===== config.mk =====
export PLATFORM = sky130hd
export DESIGN_NAME = mc_proc_core
export DESIGN_NICKNAME = d
export VERILOG_FILES = /design/src/rtl/mc_proc_pkg.sv /design/src/rtl/mc_proc_rf.sv /design/src/rtl/mc_proc_core.sv
export SDC_FILE = /design/constraint.sdc
export NUM_CORES = 1
export LEC_CHECK = 0
export ABC_AREA = 1
export CAP_MARGIN = 20
export CORE_ASPECT_RATIO = 1.25
export CORE_MARGIN = 4
export CORE_UTILIZATION = 55
export DETAILED_ROUTE_END_ITERATION = 16
export GPL_TIMING_DRIVEN = 0
export PLACE_DENSITY = 0.74
export SYNTH_ARGS = -nofsm -noshare
export SYNTH_HDL_FRONTEND = slang
export SYNTH_HIERARCHICAL = 1
export SYNTH_SLANG_ARGS = --single-unit

===== constraint.sdc =====
create_clock -name clk -period 4.8 [get_ports clk]
set_input_delay 0.96 -clock clk [delete_from_list [all_inputs] [get_ports clk]]
set_output_delay 0.96 -clock clk [all_outputs]
set_load 0.01 [all_outputs]

===== src/rtl/mc_proc_pkg.sv =====
`default_nettype none
// +----------------------------------------------------------------------+
// | mc_proc_pkg : opcodes, R-type function codes and FSM states shared   |
// |               by the multi-cycle core and its register file.         |
// | Revision 1.0                                                         |
// +----------------------------------------------------------------------+
package mc_proc_pkg;

    localparam int REG_CNT = 8;

    localparam logic [4:0] OP_HALT  = 5'b00000;
    localparam logic [4:0] OP_NOP   = 5'b00001;
    localparam logic [4:0] OP_ADDI  = 5'b01000;
    localparam logic [4:0] OP_XORI  = 5'b01010;
    localparam logic [4:0] OP_RTYPE = 5'b11011;
    localparam logic [4:0] OP_ST    = 5'b10000;
    localparam logic [4:0] OP_LD    = 5'b10001;
    localparam logic [4:0] OP_BEQZ  = 5'b01100;
    localparam logic [4:0] OP_BNEZ  = 5'b01101;

    localparam logic [1:0] FN_ADD  = 2'b00;
    localparam logic [1:0] FN_SUB  = 2'b01;
    localparam logic [1:0] FN_XOR  = 2'b10;
    localparam logic [1:0] FN_ANDN = 2'b11;

    typedef enum logic [2:0] {
        FETCH = 3'd0,
        EXEC  = 3'd1,
        MEM   = 3'd2,
        WB    = 3'd3,
        HALT  = 3'd4
    } state_e;

endpackage
`default_nettype wire


===== src/rtl/mc_proc_rf.sv =====
`default_nettype none
// +----------------------------------------------------------------------+
// | mc_proc_rf : 8 x DATA_W register file, two combinational read ports, |
// |              one synchronous write port, async reset to zero.        |
// | Revision 1.0                                                         |
// +----------------------------------------------------------------------+
module mc_proc_rf
    import mc_proc_pkg::*;
#(
    parameter int DATA_W = 16
) (
    input  logic              clk,
    input  logic              rst,
    input  logic              i_we,
    input  logic [2:0]        i_waddr,
    input  logic [DATA_W-1:0] i_wdata,
    input  logic [2:0]        i_raddr_a,
    input  logic [2:0]        i_raddr_b,
    output logic [DATA_W-1:0] o_rdata_a,
    output logic [DATA_W-1:0] o_rdata_b
);

    logic [DATA_W-1:0] regs_q [REG_CNT];
    logic [DATA_W-1:0] regs_d [REG_CNT];

    always_comb begin
        regs_d = regs_q;
        if (i_we) begin
            regs_d[i_waddr] = i_wdata;
        end
    end

    always_ff @(posedge clk or posedge rst) begin
        if (rst) begin
            for (int i = 0; i < REG_CNT; i++) begin
                regs_q[i] <= '0;
            end
        end else begin
            regs_q <= regs_d;
        end
    end

    assign o_rdata_a = regs_q[i_raddr_a];
    assign o_rdata_b = regs_q[i_raddr_b];

endmodule
`default_nettype wire


===== src/rtl/mc_proc_core.sv =====
`default_nettype none
// +----------------------------------------------------------------------+
// | mc_proc_core : multi-cycle core, FETCH/EXEC/MEM/WB FSM with req/rdy  |
// |                memory handshakes. Macro PERF_CNT_EN adds the         |
// |                retired-instruction counter.                          |
// | Revision 1.0                                                         |
// +----------------------------------------------------------------------+
module mc_proc_core
    import mc_proc_pkg::*;
#(
    parameter int              DATA_W   = 16,
    parameter int              PC_W     = 16,
    parameter logic [PC_W-1:0] RESET_PC = '0
) (
    input  logic              clk,
    input  logic              rst,
    output logic              imem_req,
    output logic [PC_W-1:0]   imem_addr,
    input  logic              imem_rdy,
    input  logic [15:0]       imem_rdata,
    output logic              dmem_req,
    output logic              dmem_we,
    output logic [DATA_W-1:0] dmem_addr,
    output logic [DATA_W-1:0] dmem_wdata,
    input  logic              dmem_rdy,
    input  logic [DATA_W-1:0] dmem_rdata,
    output logic              halted,
    output logic              err,
    output logic [31:0]       retired_cnt
);

    state_e            state_q, state_d;
    logic [PC_W-1:0]   pc_q, pc_d;
    logic [15:0]       ir_q, ir_d;
    logic [DATA_W-1:0] res_q, res_d;
    logic [DATA_W-1:0] addr_q, addr_d;
    logic [DATA_W-1:0] wdata_q, wdata_d;
    logic              halted_q, halted_d;
    logic              err_q, err_d;

    logic [4:0]        w_op;
    logic [2:0]        w_rd;
    logic              w_rf_we;
    logic [DATA_W-1:0] w_rs_val, w_rt_val, w_imm_s, w_imm_z, w_alu;
    logic [PC_W-1:0]   w_pc_inc, w_pc_br;

    assign w_op     = ir_q[15:11];
    assign w_rd     = (w_op == OP_RTYPE) ? ir_q[4:2] : ir_q[7:5];
    assign w_imm_s  = {{(DATA_W-5){ir_q[4]}}, ir_q[4:0]};
    assign w_imm_z  = {{(DATA_W-5){1'b0}}, ir_q[4:0]};
    assign w_pc_inc = pc_q + PC_W'(2);
    assign w_pc_br  = w_pc_inc + {{(PC_W-9){ir_q[7]}}, ir_q[7:0], 1'b0};
    // Stores also pass through WB, but only to advance the PC.
    assign w_rf_we  = (state_q == WB) && (w_op != OP_ST);

    mc_proc_rf #(.DATA_W(DATA_W)) u_rf (
        .clk       (clk),
        .rst       (rst),
        .i_we      (w_rf_we),
        .i_waddr   (w_rd),
        .i_wdata   (res_q),
        .i_raddr_a (ir_q[10:8]),
        .i_raddr_b (ir_q[7:5]),
        .o_rdata_a (w_rs_val),
        .o_rdata_b (w_rt_val)
    );

    always_comb begin
        w_alu = '0;
        case (ir_q[1:0])
            FN_ADD:  w_alu = w_rs_val + w_rt_val;
            FN_SUB:  w_alu = w_rs_val - w_rt_val;
            FN_XOR:  w_alu = w_rs_val ^ w_rt_val;
            FN_ANDN: w_alu = w_rs_val & ~w_rt_val;
            default: w_alu = '0;
        endcase
    end

    always_comb begin
        state_d  = state_q;
        pc_d     = pc_q;
        ir_d     = ir_q;
        res_d    = res_q;
        addr_d   = addr_q;
        wdata_d  = wdata_q;
        halted_d = halted_q;
        err_d    = err_q;
        case (state_q)
            FETCH: begin
                if (imem_rdy) begin
                    ir_d    = imem_rdata;
                    state_d = EXEC;
                end
            end
            EXEC: begin
                case (w_op)
                    OP_HALT: begin
                        halted_d = 1'b1;
                        state_d  = HALT;
                    end
                    OP_NOP: begin
                        pc_d    = w_pc_inc;
                        state_d = FETCH;
                    end
                    OP_ADDI: begin
                        res_d   = w_rs_val + w_imm_s;
                        state_d = WB;
                    end
                    OP_XORI: begin
                        res_d   = w_rs_val ^ w_imm_z;
                        state_d = WB;
                    end
                    OP_RTYPE: begin
                        res_d   = w_alu;
                        state_d = WB;
                    end
                    OP_ST, OP_LD: begin
                        addr_d  = w_rs_val + w_imm_s;
                        wdata_d = w_rt_val;
                        state_d = MEM;
                    end
                    OP_BEQZ: begin
                        pc_d    = (w_rs_val == '0) ? w_pc_br : w_pc_inc;
                        state_d = FETCH;
                    end
                    OP_BNEZ: begin
                        pc_d    = (w_rs_val != '0) ? w_pc_br : w_pc_inc;
                        state_d = FETCH;
                    end
                    default: begin
                        err_d    = 1'b1;
                        halted_d = 1'b1;
                        state_d  = HALT;
                    end
                endcase
            end
            MEM: begin
                if (dmem_rdy) begin
                    if (w_op == OP_LD) begin
                        res_d = dmem_rdata;
                    end
                    state_d = WB;
                end
            end
            WB: begin
                pc_d    = w_pc_inc;
                state_d = FETCH;
            end
            HALT: begin
                state_d = HALT;
            end
            default: begin
                state_d = FETCH;
            end
        endcase
    end

    always_ff @(posedge clk or posedge rst) begin
        if (rst) begin
            state_q  <= FETCH;
            pc_q     <= RESET_PC;
            ir_q     <= '0;
            res_q    <= '0;
            addr_q   <= '0;
            wdata_q  <= '0;
            halted_q <= 1'b0;
            err_q    <= 1'b0;
        end else begin
            state_q  <= state_d;
            pc_q     <= pc_d;
            ir_q     <= ir_d;
            res_q    <= res_d;
            addr_q   <= addr_d;
            wdata_q  <= wdata_d;
            halted_q <= halted_d;
            err_q    <= err_d;
        end
    end

    // Gating with rst drops a pending fetch the instant reset asserts.
    assign imem_req   = (state_q == FETCH) && !rst;
    assign imem_addr  = pc_q;
    assign dmem_req   = (state_q == MEM);
    assign dmem_we    = (state_q == MEM) && (w_op == OP_ST);
    assign dmem_addr  = addr_q;
    assign dmem_wdata = wdata_q;
    assign halted     = halted_q;
    assign err        = err_q;

`ifdef PERF_CNT_EN
    logic        w_retire;
    logic [31:0] cnt_q, cnt_d;

    assign w_retire = (state_q == WB) ||
                      ((state_q == EXEC) &&
                       ((w_op == OP_HALT) || (w_op == OP_NOP) ||
                        (w_op == OP_BEQZ) || (w_op == OP_BNEZ)));

    always_comb begin
        cnt_d = cnt_q + 32'(w_retire);
    end

    always_ff @(posedge clk or posedge rst) begin
        if (rst) begin
            cnt_q <= '0;
        end else begin
            cnt_q <= cnt_d;
        end
    end

    assign retired_cnt = cnt_q;
`else
    assign retired_cnt = '0;
`endif

endmodule
`default_nettype wire

==> impl_metrics.toml <==
[yosys]
synth_area_leader_cell = "dfrtp_1"
synth_top_area_frac = 0.350
synth_top_family_by_area = "simple AND/OR/NAND/NOR gates"
muxShareOfSynthArea = 0.00446
syn_area_um2 = 15200
synthTopCellsByArea = "dfrtp_1 35%, nand2_1 20%, nand3_1 7.1%"
synthFlopType = "dfrtp_1"
postSynth.asyncResetShare = 1.00
syn_inst = 2289
synth_edf_count = 0
synthAdderAreaFrac = 0.0552
yosysSeqAreaShare = 0.350
synth_compound_area_frac = 0.129
synthXorXnorAreaFrac = 0.0265
syn_area_per_cell_um2 = 6.62
synth-simple-area-share = 0.320
yosys_warnings = 6
yosysUniqueCellTypes = 47
ys_ff_latch = 212

[worst_setup_path]
crit_fanout = 10
start_kind = "flop"
reg2reg_slack_ns = 0.31
cp.required_ns = 5.22
endpoint_kind = "flop"
arrival_ns = 4.91
criticalPathCategory = "reg2reg"

[final_layout]
diodes = 0
final_cell_area_um2 = 17500
seqCellArea_um2 = 5310
layout-drive-gt1-share = 0.0754
instances_no_fill = 2798
area_growth_pct = 15.4
fin_nets = 2538
multiInputGateArea_um2 = 8240
fillers = 2498

[sta]
period_needed_ns = 4.49
fin_skew_ns = 0.0106
setup_tns_ns = 0
min_period_over_period = 0.936
rsz0062_at_grt = "false"
fmax_mhz = 223
hold_violations = 0
finalSetupViolCount = 0
drv_slew = 0
relSlewSlack = 0.539
whs_ns = 0.477
worst_pin_slew_ns = 0.685

[routing]
routed_wl_um = 51800
drc = 0
wl_per_cell_um = 18.5
drtIter0Drc = 1313
ant_nets = 0
vias = 15488
first_pass_iters = 7
via_per_inst = 5.54

[grt]
grt_usage = 0.337
grt_max_degree = 97
grt_antenna_before_repair = 0
grt_first_pass_wirelength_um = 81300
grt_overflow_total = 0
first_global_vias = 15069

[placed_design]
dpl.hpwl_um = 40400
post-place-cells = 2755
gp_congestion = 1.04
place_area_um2 = 16600
port_buffers = 87

[floorplanning]
core.rowCount = 67
die_height_um = 194
die-width_um = 156
core_area_um2 = 27000
die_area_um2 = 30300
pin_count = 121
initial_core_util = 0.561

[clocking]
clk_path_buf_depth = 3
cts_root_buffer = "clkbuf_16"
htree_levels = 1
cts_tree = "done"
clk_latency_ns = 0.54
clk_pin_slew_ns = 0.07
numCtsBuffers = 24
cts.sinks = 212

[min_path]
hold_path.class = "reg2reg"

[run_status]
outcome = "finished clean"

[flow_run]
cap_violations = 0
==> sequential cells by signal, summed over array words and instances (netlist names) <==
name and cells:
dmem_wdata 16, res_q 16, state_q 3, err 1, halted 1, dmem_addr 16, imem_addr 15, ir_q 16
u_rf/regs_q 128
==> cells by family after synthesis <==
logic type,Yosys count
AO/OA/AOI/OAI,365
XOR/XNOR,45
adder cells (fa/ha/maj),65
buffers and inverters,406
flip-flops,212
multiplexers,6
other,1
AND/OR/NAND/NOR,1189
==> cell usage in the layout (no fill, tap or decap), types with 5 or more instances in the layout <==
master,Yosys,routed
ha_1,62,62
xor2_1,35,35
nand3_1,214,214
mux2_2,6,6
nor2_1,115,115
nor3_1,9,9
clkbuf_2,3,7
dfrtp_1,212,210
nand3b_1,5,5
clkdlybuf4s50_1,0,87
a21oi_1,95,95
buf_4,35,36
conb_1,1,33
clkbuf_1,35,32
a21o_1,11,11
nor2_2,9,9
nand4_1,12,12
o21ai_1,22,23
o22ai_1,5,5
nand2_1,817,817
inv_2,14,16
a31oi_1,6,6
buf_2,50,47
inv_1,265,261
o21ai_0,199,198
clkbuf_16,0,25
xnor2_1,9,9
==> layout make-up <==
| cell class | instances | share of cell area |
|---|---|---|
| plain buffers | 127 | 0.0404 |
| inverters | 279 | 0.0603 |
| multi-input cells | 1703 | 0.471 |
| clock buffers | 31 | 0.0394 |
| clock inverters | 11 | 0.00701 |
| repair buffers | 90 | 0.0534 |
| well taps | 345 | 0.0247 |
| flip-flops and latches | 212 | 0.304 |
==> metal layers <==
| layer | track usage | part of all wire | up-vias | routed length [um] |
|---|---|---|---|---|
| li1 | - | - | 7526 | - |
| met1 | 0.428 | 0.40 | 7112 | 20700 |
| met2 | 0.523 | 0.44 | 680 | 22900 |
| met3 | 0.0481 | 0.070 | 170 | 3600 |
| met4 | 0.240 | 0.088 | 0 | 4560 |
| met5 | 0 | 0 | - | 0 |
==> critical path, cell delays in order (launching register included) <==
cell     delay, ns
dfrtp_1       0.47
buf_2         0.23
inv_1         0.12
buf_2         0.21
nand3_1       0.15
nand2_1       0.07
nand2_1       0.06
nand2_1       0.11
inv_2         0.16
ha_1          0.18
nand2_1       0.05
nor2_1        0.15
nand3_1       0.14
nor3_1        0.24
nand3_1       0.12
nand2_1       0.12
nand2_1       0.09
xor2_1        0.15
ha_1          0.40
nand2_1       0.15
nor4_2        0.34
a21oi_1       0.10
nand2_1       0.08
nand3_1       0.08
nand2_1       0.09
nand3_1       0.17
nand2_1       0.10
nand2_1       0.05
==> stage by stage <==
| stage | worst slack [ns] | utilization |
|---|---|---|
| 6_report | 0.308 | 0.648 |
| 3_5_place_dp | 0.0334 | 0.616 |
| 2_1_floorplan | 0.427 | - |
| 4_1_cts | 0.0175 | 0.646 |
| 3_3_place_gp | -1.44 | 0.614 |
| 5_1_grt | 0.00780 | 0.648 |
==> cell usage after synthesis, types with 4 or more instances <==
master and number:
o31ai_1 4, a21oi_1 95, o21bai_1 4, nand4_1 12, nor3_1 9, nor2_2 9, o21ai_0 199, o22ai_1 5
o21ai_1 22, xor2_1 35, nor2_1 115, buf_2 50, xnor2_1 9, inv_2 14, mux2_2 6, buf_4 35
ha_1 62, or2_2 4, a31oi_1 6, clkbuf_1 35, nand2_1 817, nand3b_1 5, nand3_1 214, inv_1 265
dfrtp_1 212, a21o_1 11
==> path summary, 6_finish.rpt <==
check,depth (start not counted),to,from
max in group asynchronous,3,u_rf/regs_q[76],rst
min,2,halted,halted
min in group asynchronous,2,u_rf/regs_q[13],rst
min reg2reg,2,halted,halted
max reg2reg,27,res_q[15],ir_q[6]
max,27,res_q[15],ir_q[6]
==> repair_timing <==
item,4_1_cts,5_1_grt
buffers inserted,0,1
resized for setup,0,21
setup endpoints to repair,0,6
hold buffers,0,0
Power is not shown: default switching activity piles up to over one toggle a cycle in this logic, so the estimate is an artifact.
